### src/rtl/mod_reg_deser_buf_if.sv
// Bus bundle for the serial-to-parallel word assembler: input beat handshake,
// output word handshake, partial-word clear and occupancy status.
interface mod_reg_deser_buf_if #(
  parameter int unsigned W = 8,
  parameter int unsigned N = 4
);
  localparam int unsigned CW = (N > 1) ? $clog2(N) : 1;

  logic              clr;
  logic [W-1:0]      in_data;
  logic              in_valid;
  logic              in_ready;
  logic [N*W-1:0]    out_data;
  logic              out_valid;
  logic              out_ready;
  logic [CW-1:0]     fill_cnt;
  logic [1:0]        full_cnt;

  // Producer/consumer side: drives beats, clear and output acceptance.
  modport master (
    output clr, in_data, in_valid, out_ready,
    input  in_ready, out_data, out_valid, fill_cnt, full_cnt
  );

  // Assembler side.
  modport slave (
    input  clr, in_data, in_valid, out_ready,
    output in_ready, out_data, out_valid, fill_cnt, full_cnt
  );
endinterface

### src/rtl/mod_reg_deser_buf.sv
// Serial-to-parallel word assembler: collects N beats of W bits into one
// N*W-bit word and queues completed words in a 2-entry output FIFO.
module mod_reg_deser_buf #(
  parameter int unsigned W     = 8,
  parameter int unsigned N     = 4,
  parameter int unsigned ORDER = 0
) (
  input logic               clk,
  input logic               resetn,
  mod_reg_deser_buf_if.slave bus
);
  localparam int unsigned CW = (N > 1) ? $clog2(N) : 1;
  localparam logic [CW-1:0] LastBeat = CW'(N - 1);

  logic [N*W-1:0] acc_q, acc_d;
  logic [CW-1:0]  fill_q, fill_d;
  logic [N*W-1:0] head_q, head_d;
  logic [N*W-1:0] tail_q, tail_d;
  logic [1:0]     full_q, full_d;

  logic           ready;
  logic           accept;
  logic           push;
  logic           pop;
  logic [CW-1:0]  lane;
  logic [N*W-1:0] word;

  // Handshake decode and next state for the accumulator and output FIFO.
  always_comb begin
    ready  = !bus.clr && !(fill_q == LastBeat && full_q == 2'd2);
    accept = bus.in_valid && ready;
    push   = accept && (fill_q == LastBeat);
    pop    = (full_q != 2'd0) && bus.out_ready;

    lane = (ORDER == 1) ? (LastBeat - fill_q) : fill_q;
    word = acc_q;
    word[lane*W +: W] = bus.in_data;

    acc_d  = acc_q;
    fill_d = fill_q;
    head_d = head_q;
    tail_d = tail_q;
    full_d = full_q;

    if (bus.clr) begin
      acc_d  = '0;
      fill_d = '0;
    end else if (accept) begin
      // A completed word leaves the accumulator, so restart from zeroed lanes.
      acc_d  = push ? '0 : word;
      fill_d = push ? '0 : fill_q + 1'b1;
    end

    if (push && pop) begin
      // Occupancy unchanged; with two words the tail advances and the new word
      // takes its place, with one word the new word directly becomes the head.
      if (full_q == 2'd2) begin
        head_d = tail_q;
        tail_d = word;
      end else begin
        head_d = word;
      end
    end else if (push) begin
      if (full_q == 2'd0) head_d = word;
      else                tail_d = word;
      full_d = full_q + 2'd1;
    end else if (pop) begin
      // Popping the last word leaves head_q as-is so out_data holds its value.
      if (full_q == 2'd2) head_d = tail_q;
      full_d = full_q - 2'd1;
    end
  end

  // State registers; reset discards partial and buffered words immediately.
  always_ff @(posedge clk or negedge resetn) begin
    if (!resetn) begin
      acc_q  <= '0;
      fill_q <= '0;
      head_q <= '0;
      tail_q <= '0;
      full_q <= '0;
    end else begin
      acc_q  <= acc_d;
      fill_q <= fill_d;
      head_q <= head_d;
      tail_q <= tail_d;
      full_q <= full_d;
    end
  end

  assign bus.in_ready  = ready;
  assign bus.out_data  = head_q;
  assign bus.out_valid = (full_q != 2'd0);
  assign bus.fill_cnt  = fill_q;
  assign bus.full_cnt  = full_q;

  a_full_bound: assert property (@(posedge clk) disable iff (!resetn) full_q <= 2'd2);
  a_fill_bound: assert property (@(posedge clk) disable iff (!resetn) fill_q <= LastBeat);
endmodule
### src/flat_wrapper.sv
// flat-port wrapper written by rule: the top's interface ports become plain ports
module mod_reg_deser_buf_flat 
#(
  parameter int unsigned W     = 8,
  parameter int unsigned N     = 4,
  parameter int unsigned ORDER = 0
)
  (clk, resetn, bus_clr, bus_in_data, bus_in_valid, bus_out_ready, bus_in_ready, bus_out_data, bus_out_valid, bus_fill_cnt, bus_full_cnt);
  mod_reg_deser_buf_if #(.W(W), .N(N)) bus_i ();
  input logic clk;
  input logic resetn;
  input wire logic [$bits(bus_i.clr)-1:0] bus_clr;
  input wire logic [$bits(bus_i.in_data)-1:0] bus_in_data;
  input wire logic [$bits(bus_i.in_valid)-1:0] bus_in_valid;
  input wire logic [$bits(bus_i.out_ready)-1:0] bus_out_ready;
  output wire logic [$bits(bus_i.in_ready)-1:0] bus_in_ready;
  output wire logic [$bits(bus_i.out_data)-1:0] bus_out_data;
  output wire logic [$bits(bus_i.out_valid)-1:0] bus_out_valid;
  output wire logic [$bits(bus_i.fill_cnt)-1:0] bus_fill_cnt;
  output wire logic [$bits(bus_i.full_cnt)-1:0] bus_full_cnt;
  assign bus_i.clr = bus_clr;
  assign bus_i.in_data = bus_in_data;
  assign bus_i.in_valid = bus_in_valid;
  assign bus_i.out_ready = bus_out_ready;
  assign bus_in_ready = bus_i.in_ready;
  assign bus_out_data = bus_i.out_data;
  assign bus_out_valid = bus_i.out_valid;
  assign bus_fill_cnt = bus_i.fill_cnt;
  assign bus_full_cnt = bus_i.full_cnt;
  mod_reg_deser_buf #(.W(W), .N(N), .ORDER(ORDER)) u_core (.clk(clk), .resetn(resetn), .bus(bus_i));
endmodule
### config.mk
export PLATFORM = sky130hd
export DESIGN_NAME = mod_reg_deser_buf_flat
export DESIGN_NICKNAME = d
export VERILOG_FILES = /design/src/rtl/mod_reg_deser_buf_if.sv /design/src/rtl/mod_reg_deser_buf.sv /design/src/flat_wrapper.sv
export SDC_FILE = /design/constraint.sdc
export NUM_CORES = 1
export LEC_CHECK = 0
export ABC_AREA = 1
export ABC_CLOCK_PERIOD_IN_PS = 2150
export BUFFER_PORTS_ARGS = -buffer_cell sky130_fd_sc_hd__clkbuf_2
export CAP_MARGIN = 20
export CORE_MARGIN = 1
export CORE_UTILIZATION = 30
export CTS_BUF_LIST = sky130_fd_sc_hd__clkbuf_4
export DETAILED_ROUTE_END_ITERATION = 8
export GPL_TIMING_DRIVEN = 0
export SETUP_SLACK_MARGIN = 0.15
export SLEW_MARGIN = 20
export SYNTH_ARGS = -nofsm -noshare
export SYNTH_HDL_FRONTEND = slang
export SYNTH_SLANG_ARGS = --single-unit
export TNS_END_PERCENT = 100
### constraint.sdc
create_clock -name clk -period 2.15 [get_ports clk]
set_input_delay 0.43 -clock clk [delete_from_list [all_inputs] [get_ports clk]]
set_output_delay 0.43 -clock clk [all_outputs]
set_load 0.05 [all_outputs]
## Word level (Yosys, flattened, before mapping)

Cells that the tools add are included.

| cells by class | value |
|---|---|
| add/subtract/negate cells | 4 |
| equal/unequal tests | 5 |
| shift operators | 2 |
| mux-type cells | 19 |
| bitwise operators | 1 |
| reductions and logical operators | 18 |

Operator list:

| kind | number |
|---|---|
| 32-bit two-way mux | 13 |
| 5-bit negator with 34-bit output | 1 |
| 8-bit by 34-bit variable shift with 32-bit output (first input constant) | 1 |
| 8-bit by 34-bit variable part select with 32-bit output | 1 |
| 32-bit bitwise mux | 1 |
| 2-bit two-way mux | 5 |
| 2-bit nonzero test | 4 |
| 1-bit logical AND | 6 |
| 3-bit AND reduction | 2 |
| 3-bit nonzero test | 2 |
| 2-bit by 1-bit adder with 2-bit output (second input constant) | 2 |
| 2-bit equality test (second input constant) | 2 |
| 3-bit != test (second input constant) | 1 |
| 1-bit zero test | 2 |
| 2-bit zero test | 1 |
| 2-bit by 1-bit != test with 1-bit output (second input constant) | 1 |
| 2-bit != test (second input constant) | 1 |
| 2-bit AND reduction | 1 |
| 2-bit by 1-bit subtractor with 2-bit output (second input constant) | 1 |
| 1-bit NOT | 1 |

| word-level totals | value |
|---|---|
| flip-flop bits (word level) | 100 |
| input bits | 13 |
| logic and storage cells | 54 |

## Depth between registers and ports, before layout

| logic depth | value |
|---|---|
| depth after elaboration | 9 |
| gate-level depth with buffers | 13 |

## Worst setup path after synthesis

No wires, ideal clock.

| timing | value |
|---|---|
| path type | flip-flop to flip-flop |
| start | reg u_core.full_q[1] (netlist: u_core.bus.full_cnt[1]) |
| end | reg u_core.head_q[10] (netlist: u_core.bus.out_data[10]) |
| library setup time | 0.118 ns |
| arrival time | 2.351 ns |
| slack | -0.319 ns |
| stages on the path, launching flop included | 12 |
| period minus slack after synthesis | 2.469 ns |
| cell sequence | dfrtp_1 > inv_1 > nand2_1 > nand2_1 > inv_1 > ha_1 > nand3_1 > nand2_1 > buf_2 > nand2_1 > nand3_1 > nand2_1 |

| between the ends | value |
|---|---|
| elaborated cells on any way between the ends | 17 |
| classes of those cells | eq/ne (2); mux (3); reduce/logical (12) |

RTL lines:

| what | RTL line | source |
|---|---|---|
| from (decl) | mod_reg_deser_buf.sv:19 | `logic [1:0] full_q, full_d;` |
| from (signal assigned) | mod_reg_deser_buf.sv:87 | `full_q <= full_d;` |
| 2-bit nonzero test * | -- |  |
| via bus_out_valid | flat_wrapper.sv:18 | `output wire logic [$bits(bus_i.out_valid)-1:0] bus_out_valid;` |
| 1-bit logical AND * | mod_reg_deser_buf.sv:33 | `pop = (full_q != 2'd0) && bus.out_ready;` |
| 1-bit logical AND | mod_reg_deser_buf.sv:54 | `if (push && pop) begin` |
| 3-bit != test (no line) or 3-bit nonzero test (tied branches) | -- |  |
| 3-bit AND reduction (no line) | -- |  |
| to (signal assigned) | mod_reg_deser_buf.sv:79 | `head_q <= '0;` |
| to (signal assigned) | mod_reg_deser_buf.sv:85 | `head_q <= head_d;` |
| to (decl) | mod_reg_deser_buf.sv:17 | `logic [N*W-1:0] head_q, head_d;` |

The timed path passes the listed nets; every way through them passes the cells marked *.
A chain may end at the register's enable or synchronous reset.

## Final worst setup path

| timing | value |
|---|---|
| start | reg u_core.fill_q[0] (netlist: u_core.bus.fill_cnt[0]) |
| end | out bus_in_ready |

| between the ends | value |
|---|---|
| cells in the longest elaborated chain, start to end | 4 |

RTL lines:

| what | RTL line | source |
|---|---|---|
| from (decl) | mod_reg_deser_buf.sv:16 | `logic [CW-1:0] fill_q, fill_d;` |
| from (signal assigned) | mod_reg_deser_buf.sv:84 | `fill_q <= fill_d;` |
| 2-bit equality test | mod_reg_deser_buf.sv:30 | `ready = !bus.clr && !(fill_q == LastBeat && full_q == 2'd2);` |
| 1-bit logical AND | mod_reg_deser_buf.sv:30 |  |
| 1-bit zero test | mod_reg_deser_buf.sv:30 |  |
| 1-bit logical AND | mod_reg_deser_buf.sv:30 |  |
| to (decl) | flat_wrapper.sv:16 | `output wire logic [$bits(bus_i.in_ready)-1:0] bus_in_ready;` |

No other way between the ends.

==> key figures <==
Setup path
  – Crit path capture type: output port
  – Required time reported for the critical path endpoint: 1.72 ns
  – Arrival time at the worst endpoint: 1.56 ns
  – Highest net fanout along the worst path: 4
  – Category of the most critical setup path: flip-flop to output port
  – Nature of the critical path startpoint: flip-flop

Floorplanning
  – Floorplan row count: 46
  – Die ar.: 17,200 um2
  – Starting Density: 0.311
  – Horizontal die dimension: 131 um
  – I/O pin cnt: 51
  – Core footprint: 16,100 um2
  – Die Y: 131 um

Layout
  – Total area of multi-input combinational cells: 2090 um2
  – Area of all placed cells without fillers: 6170 um2
  – Layout area overhead: 23.5%
  – Number of fill cells: 1,668
  – Filler-free cell count of the finished design: 966
  – Layout cell share with drive strength beyond 1: 0.204
  – Sequential cell area: 2510 um2
  – Number of nets in the layout: 765

Detailed routing
  – Drt wl/cell: 14.2 um
  – Post-route DRC: 0
  – Antenna Violating Nets Remaining: 0
  – Vias per inst: 4.58
  – Number of DRC violations after detailed-routing iteration 0: 242
  – Post-detailed-routing wire length: 13.8 mm
  – Count of vias placed by the detailed router: 4,429
  – TritonRoute pass-1 iters: 5

Global routing
  – Met1 layer usage reported by global route: 0.242
  – Routing usage on met2: 0.256
  – First-pass GRT wire length: 22.1 mm
  – Total routing resource utilization after global routing: 0.172
  – Number of antenna violations at the first check in global routing: 1
  – Total congestion overflow after global routing: 0
  – Gr busiest metal: met2
  – Vias in the first global route: 4,228
  – Met3 track demand over resource in global routing: 0.0419
  – Pin count of the biggest net entering global routing: 88

Timing
  – Fin crit share: 0.924
  – Maximum clock skew at final layout: 0.0250 ns
  – Maximum clock rate: 503 MHz
  – Number of hold violations in the final report: 0
  – RSZ-0062 raised after global routing: yes
  – Worst Tran Pin Value: 0.449 ns
  – Tightest slew margin relative to the limit: 0.700
  – Summed negative setup slack over all endpoints: 0 ns
  – Setup violations, final: 0
  – Slew Limit Fails: 0
  – Minimum setup slack in the final design: 0.163 ns
  – Crit path time final: 1.99 ns

Synthesis
  – Synth area leader: sky130_fd_sc_hd__dfrtp_1
  – Number of enable flip-flop cells after synthesis: 0
  – Top cells by area in the synthesized netlist: sky130_fd_sc_hd__dfrtp_1, sky130_fd_sc_hd__nand2_1, sky130_fd_sc_hd__nand3_1, sky130_fd_sc_hd__inv_1, sky130_fd_sc_hd__o21ai_1
  – Synthesized Nets: 684
  – Cells after Synth: 663
  – Fraction of synthesized cell area taken by the top area cell type: 0.501
  – Most common cell in the netlist: sky130_fd_sc_hd__nand2_1
  – #FFs+latches synth: 100
  – Synthesized cell area: 4990 um2
  – Sequential area share after synthesis: 0.501
  – Predominant post-synthesis flop cell: sky130_fd_sc_hd__dfrtp_1
  – Synth async-reset ratio: 1.00
  – Number of warnings printed during yosys synthesis: 0
  – Synth Area per Inst: 7.53 um2
  – Number of library cell types mapped by synthesis: 24
  – Top post-synthesis cells by count: sky130_fd_sc_hd__nand2_1, sky130_fd_sc_hd__dfrtp_1, sky130_fd_sc_hd__inv_1

Clocking
  – CTS sink count: 100
  – Clock tree from TritonCTS: yes
  – Worst-path clk slew: 0.15 ns
  – Clock buffers created by TritonCTS: 9
  – H-tree levels: 3
  – Root buffer cell: sky130_fd_sc_hd__clkbuf_4
  – Largest buffer count on any clock path: 2
  – Clock insertion delay at the later pin of the skew report: 0.49 ns

Place
  – Placement Cell Area: 5600 um2
  – Number of placed instances, taps included: 930
  – Half-perimeter wire length after placement: 9.56 mm
  – Buffers on Ports: 50
  – Placement-stage worst setup slack: -0.388 ns
  – Global placer's final weighted congestion: 0.924

Pwr
  – IR drop worst, VDD: 643 uV
  – Post-layout power: 7.97 mW
  – Pleak: 3.26 nW
  – Total power per unit cell area: 1290 nW/um2

Outcome
  – Run status: finished, final reports clean

Min path
  – Type of the most critical hold path: primary input to async pin

Flow run
  – Maxcap violations: 0
==> worst max-delay path: stages, from the launching register on <==
cell	delay [ns]
sky130_fd_sc_hd__dfrtp_2	0.44
sky130_fd_sc_hd__ha_4	0.19
sky130_fd_sc_hd__inv_4	0.04
sky130_fd_sc_hd__o21ai_2	0.16
sky130_fd_sc_hd__inv_2	0.06
sky130_fd_sc_hd__clkbuf_16	0.17
==> per-stage QoR <==
| stage | util | hold WS (ns) |
|---|---|---|
| 2_1_floorplan | - | 0.134 |
| 3_3_place_gp | 0.347 | 0.464 |
| 3_5_place_dp | 0.349 | 0.287 |
| 4_1_cts | 0.371 | 0.290 |
| 5_1_grt | 0.384 | 0.282 |
| 6_report | 0.384 | 0.329 |
==> state kept, by name, summed over array words and instances (netlist names) <==
signal / flops
u_core.bus.out_data: 32
u_core.tail_q: 32
u_core.acc_q: 32
u_core.bus.full_cnt: 2
u_core.bus.fill_cnt: 2
==> cells in the final DEF, fill, tap and decap left out, drive strengths merged <==
cell type	n
a21oi	8
o21ai	58
ha	8
nor2	61
nand3	70
bufinv	2
dlygate4sd3	1
nand2	217
diode	1
buf	40
dfrtp	100
nand4	2
a21boi	1
clkinvlp	1
clkinv	3
nand3b	9
a22oi	1
clkbuf	71
inv	95
xor2	1
==> routing by layer <==
layer,vias to the layer above,part of all wire,routed length [um]
met5,-,0,0
met4,0,0.021,289
met3,23,0.048,666
met2,107,0.44,6020
met1,2091,0.49,6780
li1,2208,-,-
==> cells by family after synthesis <==
logic type | Yosys count | share of synthesized area
AND/OR/NAND/NOR | 359 | 0.304
buffers and inverters | 127 | 0.103
flip-flops | 100 | 0.501
AO/OA/AOI/OAI | 68 | 0.0699
adder cells (fa/ha/maj) | 8 | 0.0200
XOR/XNOR | 1 | 0.00175
==> layout make-up <==
type | count | share of cell area
Clock inverter | 5 | 0.0124
Tap cell | 216 | 0.0438
Inverter | 96 | 0.0605
Buffer | 31 | 0.0446
Clock buffer | 11 | 0.0134
Antenna cell | 1 | 0.000406
Multi-Input combinational cell | 436 | 0.340
Sequential cell | 100 | 0.407
Timing Repair Buffer | 70 | 0.0787
==> report_power, final <==
part	internal, mW	switching [mW]	leakage [nW]
Combinational	1.15	2.86	1.96
Sequential	2.54	0.290	1.22
Clock	0.493	0.645	0.0845
==> worst paths after layout <==
| check | from | endpoint | slack (ns) | cells past startpoint |
|---|---|---|---|---|
| worst max-delay path | u_core.bus.fill_cnt[0] | bus_in_ready | 0.16 | 5 |
| worst min-delay path | resetn | u_core.acc_q[6] | 0.33 | 2 |
| worst max register to register | u_core.bus.fill_cnt[0] | u_core.bus.out_data[19] | 0.21 | 11 |
| worst min register to register | u_core.bus.out_data[17] | u_core.bus.out_data[17] | 0.50 | 2 |
| max in group asynchronous | resetn | u_core.tail_q[13] | 1.16 | 3 |
| min in group clk | bus_in_data[2] | u_core.acc_q[18] | 0.37 | 5 |
==> repair_timing <==
item	in CTS	in global routing
resized for setup	38	34
buffers inserted	6	11
hold buffers	1	0
endpoints found under the hold margin	13	0
gates cloned	0	1
pin swaps	5	7
endpoints found under the setup margin	89	85
(Power assumes the default switching activity.)
